**config.mk**
```make
export PLATFORM = sky130hd
export DESIGN_NAME = fp_reduce_minmax
export DESIGN_NICKNAME = d
export VERILOG_FILES = /design/src/rtl/fp_reduce_minmax.sv
export SDC_FILE = /design/constraint.sdc
export NUM_CORES = 1
export LEC_CHECK = 0
export BUFFER_PORTS_ARGS = -buffer_cell sky130_fd_sc_hd__buf_2
export CAP_MARGIN = 5
export CORE_AREA = 3 3 108 79
export DETAILED_ROUTE_END_ITERATION = 10
export DIE_AREA = 0 0 111 82
export PLACE_DENSITY = 0.87
export SLEW_MARGIN = 10
export SYNTH_ARGS = -nofsm -noshare
export SYNTH_HDL_FRONTEND = slang
export SYNTH_SLANG_ARGS = --single-unit
```
**constraint.sdc**
```tcl
create_clock -name clk -period 5.4 [get_ports clk]
set_input_delay 0.54 -clock clk [delete_from_list [all_inputs] [get_ports clk]]
set_output_delay 0.54 -clock clk [all_outputs]
set_load 0.02 [all_outputs]
```
**src/rtl/fp_reduce_minmax.sv**
```systemverilog
// fp_reduce_minmax: streaming IEEE-754 arg-max/arg-min reduction with signed-zero and NaN handling
module fp_reduce_minmax #(
  parameter int DATA_WIDTH = 32,
  parameter int EXPO_WIDTH = 8,
  parameter int MANT_WIDTH = 23,
  parameter int IDX_WIDTH  = 16
) (
  input  logic                  clk,
  input  logic                  rst,
  input  logic                  mode_i,
  input  logic                  in_valid_i,
  output logic                  in_ready_o,
  input  logic [DATA_WIDTH-1:0] in_data_i,
  input  logic                  in_last_i,
  output logic                  out_valid_o,
  input  logic                  out_ready_i,
  output logic [DATA_WIDTH-1:0] out_data_o,
  output logic [IDX_WIDTH-1:0]  out_index_o,
  output logic [IDX_WIDTH-1:0]  out_count_o,
  output logic                  out_nan_o
);
  typedef enum logic [1:0] {FIRST, ACCUM, HOLD} state_t;
  localparam logic [DATA_WIDTH-1:0] QNAN = {1'b0, {EXPO_WIDTH{1'b1}}, 1'b1, {(MANT_WIDTH-1){1'b0}}};
  state_t state, state_n;
  logic [DATA_WIDTH-1:0] acc, e_val;
  logic [DATA_WIDTH-2:0] e_mag, a_mag;
  logic [IDX_WIDTH-1:0] idx, cnt;
  logic mode_q, nan_q, in_fire, e_s, a_s, e_nan, a_nan, gt, lt, take;
  assign in_ready_o  = state != HOLD;
  assign out_valid_o = state == HOLD;
  assign out_data_o  = acc;
  assign out_index_o = idx;
  assign out_count_o = cnt;
  assign out_nan_o   = nan_q;
  assign in_fire     = in_valid_i & in_ready_o;
  assign {e_s, e_mag} = in_data_i;
  assign {a_s, a_mag} = acc;
  assign e_nan = (&in_data_i[DATA_WIDTH-2:MANT_WIDTH]) & (|in_data_i[MANT_WIDTH-1:0]);
  assign a_nan = (&acc[DATA_WIDTH-2:MANT_WIDTH]) & (|acc[MANT_WIDTH-1:0]);
  // NaNs are stored canonicalised so an all-NaN vector yields the quiet NaN directly
  assign e_val = e_nan ? QNAN : in_data_i;
  always_comb begin
    gt = (e_s != a_s) ? !e_s : (e_s ? e_mag < a_mag : e_mag > a_mag);
    lt = (e_s != a_s) ? e_s : (e_s ? e_mag > a_mag : e_mag < a_mag);
    take = !e_nan & (a_nan | (mode_q ? lt : gt));
  end
  always_comb begin
    state_n = state;
    if (state == HOLD) state_n = out_ready_i ? FIRST : HOLD;
    else if (in_fire) state_n = in_last_i ? HOLD : ACCUM;
  end
  always_ff @(posedge clk) begin
    if (rst) begin
      state  <= FIRST;
      acc    <= '0;
      idx    <= '0;
      cnt    <= '0;
      mode_q <= 1'b0;
      nan_q  <= 1'b0;
    end else begin
      state <= state_n;
      if (in_fire && state == FIRST) begin
        acc    <= e_val;
        idx    <= '0;
        cnt    <= IDX_WIDTH'(1);
        mode_q <= mode_i;
        nan_q  <= e_nan;
      end else if (in_fire) begin
        cnt   <= cnt + 1'b1;
        nan_q <= nan_q | e_nan;
        if (take) begin
          acc <= e_val;
          idx <= cnt;
        end
      end
    end
  end
endmodule

```
# Word level (Yosys, flattened, before mapping)
# Index checks and enable logic that the tools add are counted.
[totals]
ff_bits = 68
in_bits = 38
output_inout_bits = 67
[op_classes]
addsub = 1
order_cmp = 2
eq_ne = 3
muxes = 17
bitwise = 6
n_reduce_logical = 14
[ops]
columns = ["cell", "n"]
rows = [
  ["$mux W32", 4],
  ["$reduce_or A23 Y1", 2],
  ["$gt A31 B31 Y1", 1],
  ["$lt A31 B31 Y1", 1],
  ["$add A16 B1 Y16 const B", 1],
  ["$reduce_and A8 Y1", 2],
  ["$mux W1", 9],
  ["$mux W2", 4],
  ["$reduce_bool A2 Y1", 3],
  ["$and A1 B1 Y1", 4],
  ["$reduce_and A2 Y1", 2],
  ["$eq A2 B2 Y1 const B", 1],
  ["$logic_not A1 Y1", 2],
  ["$logic_not A2 Y1", 1],
  ["$ne A2 B2 Y1 const B", 1],
  ["$or A1 B1 Y1", 2],
  ["$reduce_or A2 Y1", 1],
  ["$logic_and A1 B1 Y1", 1],
  ["$ne A1 B1 Y1", 1],
]

# Longest topological paths before layout
[depth]
depth_word = 9
ltp_mapped = 11

# Worst setup path before layout
# Ideal clock, no wire load.
[synth_timing]
path_kind = "input to register"
startpoint = "input in_data_i[4]"
endpoint = "register idx[10], in the netlist out_index_o[10]"
setup_time_ns = 0.139
arrival_time_ns = 2.462
required_ns = 5.261
path_slack_ns = 2.799
cell_stages = 10
n_path_buf = 2
cell_sequence = "ha_1 a211oi_1 nor2_1 o31a_1 o2111a_1 or3_1 buf_2 buf_6 o21ai_2 a21oi_2"
[synth_via]
elab_chain_cells = 7
elab_cells_between_ends = 13
cone_classes = "order compare: 2; mux: 5; bitwise: 3; reduce/logical: 3"
[synth_lines]
columns = ["element", "line", "text"]
rows = [
  ["from (decl)", "13", "input logic [DATA_WIDTH-1:0] in_data_i,"],
  ["$gt A31 B31 Y1 / $lt A31 B31 Y1 (equally long branches)", "43, 44", ""],
  ["$mux W1 (on tied branches) (2 in series)", "43, 44", ""],
  ["$mux W1", "45", "take = !e_nan & (a_nan | (mode_q ? lt : gt));"],
  ["$or A1 B1 Y1", "45", ""],
  ["$and A1 B1 Y1 *", "45", ""],
  ["$reduce_and A2 Y1 (no source line) *", "-", ""],
  ["to (signal assigned)", "73", "idx <= cnt;"],
  ["to (decl)", "27", "logic [IDX_WIDTH-1:0] idx, cnt;"],
]
# Mark *: on every way between the ends. The rest lies on a longest branch, timed or not.
# A chain may end at the register's enable or synchronous reset.

# Worst setup path in the final report
[layout_timing]
startpoint = "register acc[18], in the netlist out_data_o[18]"
endpoint = "register acc[1], in the netlist out_data_o[1]"
[layout_via]
elab_chain_cells = 8
elab_cells_between_ends = 13
cone_classes = "order compare: 2; mux: 5; bitwise: 3; reduce/logical: 3"
[layout_lines]
columns = ["element", "line", "text"]
rows = [
  ["from (decl)", "25", "logic [DATA_WIDTH-1:0] acc, e_val;"],
  ["from (signal assigned)", "63", "acc <= e_val;"],
  ["from (signal assigned)", "72", "acc <= e_val;"],
  ["$gt A31 B31 Y1 / $lt A31 B31 Y1 (equally long branches)", "43, 44", ""],
  ["$mux W1 (on tied branches) (2 in series)", "43, 44", ""],
  ["$mux W1", "45", ""],
  ["$or A1 B1 Y1 *", "45", ""],
  ["$and A1 B1 Y1 *", "45", ""],
  ["$reduce_bool A2 Y1 (no source line) *", "-", ""],
  ["$reduce_and A2 Y1 (no source line) *", "-", ""],
]
# Marked as above.

==> results_dict.tcl <==
set metrics [dict create \
    status "finished, final reports clean" \
    final_cells 665 \
    syn-cell-area_um2 4120 \
    synthTopCellsByArea "dfxtp_1 (33%), ha_1 (9.7%), mux2i_1 (8.0%)" \
    ys_warn_count 0 \
    vias 3751 \
    gr-total-overflow 0 \
    first_global_vias 3603 \
    synth_commonest_cells "dfxtp_1 (68), nand2b_1 (43), inv_1 (37)" \
    synth_compound_area_share_pct 14.1 \
    vias_per_cell 5.64 \
    slew-limit-headroom_pct 31.3 \
    ys_async_sr_fraction_pct 0 \
    synth-simple-area-share_pct 25.3 \
    die_y_um 82 \
    detail-route-antenna-nets 0 \
    finClkSkew_ns 0.0137 \
    cts_resized 0 \
    diodes 0 \
    clock_sinks 68 \
    synth-main-ff-cell "dfxtp_1" \
    busiest_layer "met2" \
    power_uw 1300 \
    hpwl_mm 8.21 \
    area_growth_syn_to_layout_pct 18.4 \
    postSynthAreaPerCell_um2 8.91 \
    finalInstanceArea_um2 4880 \
    placed_area_um2 4670 \
    postCtsHoldBufs 0 \
    drt-total-wl_mm 10.9 \
    placed_cells 649 \
    grt_use_met1_pct 32.0 \
    met2_usage_pct 38.0 \
    die_area_um2 9100 \
    rsz0062_at_grt "false" \
    rows 27 \
    max-cap-violations 0 \
    synth_top_family_by_area "simple AND/OR/NAND/NOR gates" \
    fin_crit_ns 3.31 \
    synthAdderAreaFrac_pct 9.72 \
    drive_above_1_share_pct 27.8 \
    ir_worst_vdd_v 0.000158 \
    antenna_found_initial 0 \
    die_w_um 111 \
    start_util_pct 53.7 \
    htreeDepth 3 \
    arrival_ns 3.60 \
    synth_top_area_share_pct 33.1 \
    core_area_um2 7670 \
    path_clk_slew_ns 0.09 \
    cts_setup_buffers 0 \
    syn_inst 462 \
    finalSetupViolCount 0 \
    fin_crit_sh_pct 61.4 \
    syn_nets 532 \
    worst_pin_slew_ns 1.02 \
    first_pass_iters 5 \
    grt_max_degree 71 \
    pwr_density_cell_nw_per_um2 267 \
    critPathRequiredTime_ns 5.68 \
    cts_buffers 9 \
    post-synth-top-count-cell "dfxtp_1" \
    hp-class "in2reg" \
    cts-root-buf "clkbuf_8" \
    grt_first_pass_wirelength_mm 17.7 \
    startpoint_type "flip-flop" \
    ys_types 49 \
    fin_setup_tns_ns 0 \
    routedWlPerCell_um 16.4 \
    pin_count 105 \
    synth_edf_count 0 \
    met3_usage_pct 6.04 \
    clk_latency_ns 0.36 \
    synth_mux_area_share_pct 8.30 \
    slew_viol_final 0 \
    io_buffers 104 \
    yosysTopAreaCell "dfxtp_1" \
    synthXorXnorAreaFrac_pct 2.98 \
    drtIter0Drc 301 \
    hold_viol 0 \
    cts_tree "done" \
    crit_type "reg2reg" \
    ys_seq_area_share_pct 33.1 \
    track_usage_pct 24.1 \
    cts_buffer_depth 2 \
    gp_congestion 0.945 \
    drc_errors 0 \
    hold_ws_ns 0.371 \
    p_leak_uw 0.00208 \
    cp_max_fo 14 \
    fmax_ghz 0.302 \
    ys_seq_elements 68 \
    cp-end-kind "flip-flop" \
    final_nets 629 \
]
-- worst max-delay path: stages (launching register included) --
cell and delay (ns):
dfxtp_1 0.39, inv_1 0.06, ha_1 0.30, a21oi_1 0.21
o21ai_1 0.13, a22oi_1 0.34, a211oi_2 0.19, o41ai_4 0.72
buf_4 0.36, buf_4 0.30, mux2i_1 0.23
-- per-layer routing --
metal,part of all wire (%),wire length [um]
met2,45,4920
met5,0,0
met4,1.9,209
met3,7.4,810
met1,45,4950
-- worst paths after layout --
kind                            slack (ns)        endpoint  depth (start not counted)           start
worst max-delay path                  2.09   out_data_o[1]                         10  out_data_o[18]
worst min-delay path                  0.37        state[1]                          2     out_ready_i
worst max register to register        2.09   out_data_o[1]                         10  out_data_o[18]
worst min register to register        0.47  out_index_o[7]                          2  out_index_o[7]
-- power breakdown --
group / switching (uW) / total [uW] / internal, uW
Sequential: 29.3 / 555 / 525
Combinational: 186 / 299 / 113
Clock: 227 / 448 / 221
Total: 443 / 1300 / 860
-- cells by family after synthesis --
family,after synthesis
mux,34
compound gates,78
xor+xnor,14
buf+inv,60
fa+ha+maj,32
flops,68
simple gates,176
-- cell type report --
type,instances,area [um^2]
flip-flops and latches,68,1360
multi-input cells,334,2490
fillers,643,2790
inverters,38,143
clock buffers,9,124
well taps,101,126
repair buffers,108,551
clock inverters,7,82.6
-- cell usage in the layout (no fill, tap or decap), types with 3 or more instances in the layout --
master / n
a21oi_1: 26
a21oi_2: 10
buf_2: 104
buf_4: 4
clkbuf_8: 9
dfxtp_1: 68
ha_1: 32
inv_1: 37
inv_6: 3
mux2i_1: 33
nand2_1: 15
nand2b_1: 43
nand3_1: 26
nand3b_1: 23
nand4_1: 13
nor2_1: 26
nor3_1: 5
nor4_1: 10
o21ai_0: 4
o21ai_1: 10
o21ai_2: 11
or3_1: 4
xnor2_1: 3
xor2_1: 11
-- flip-flops by register name, indices dropped and copies added (netlist names) --
| name | cells |
|---|---|
| out_data_o | 32 |
| state | 2 |
| out_index_o | 16 |
| out_count_o | 16 |
| out_nan_o | 1 |
| mode_q | 1 |
-- metrics by stage --
stage	setup WS, ns	util (%)
after CTS	2.09	63.6
after floorplan	2.80	-
final	2.09	63.6
after global placement	1.99	60.9
after global routing	1.83	63.6
after detailed placement	1.87	60.9
(Power assumes the default switching activity.)
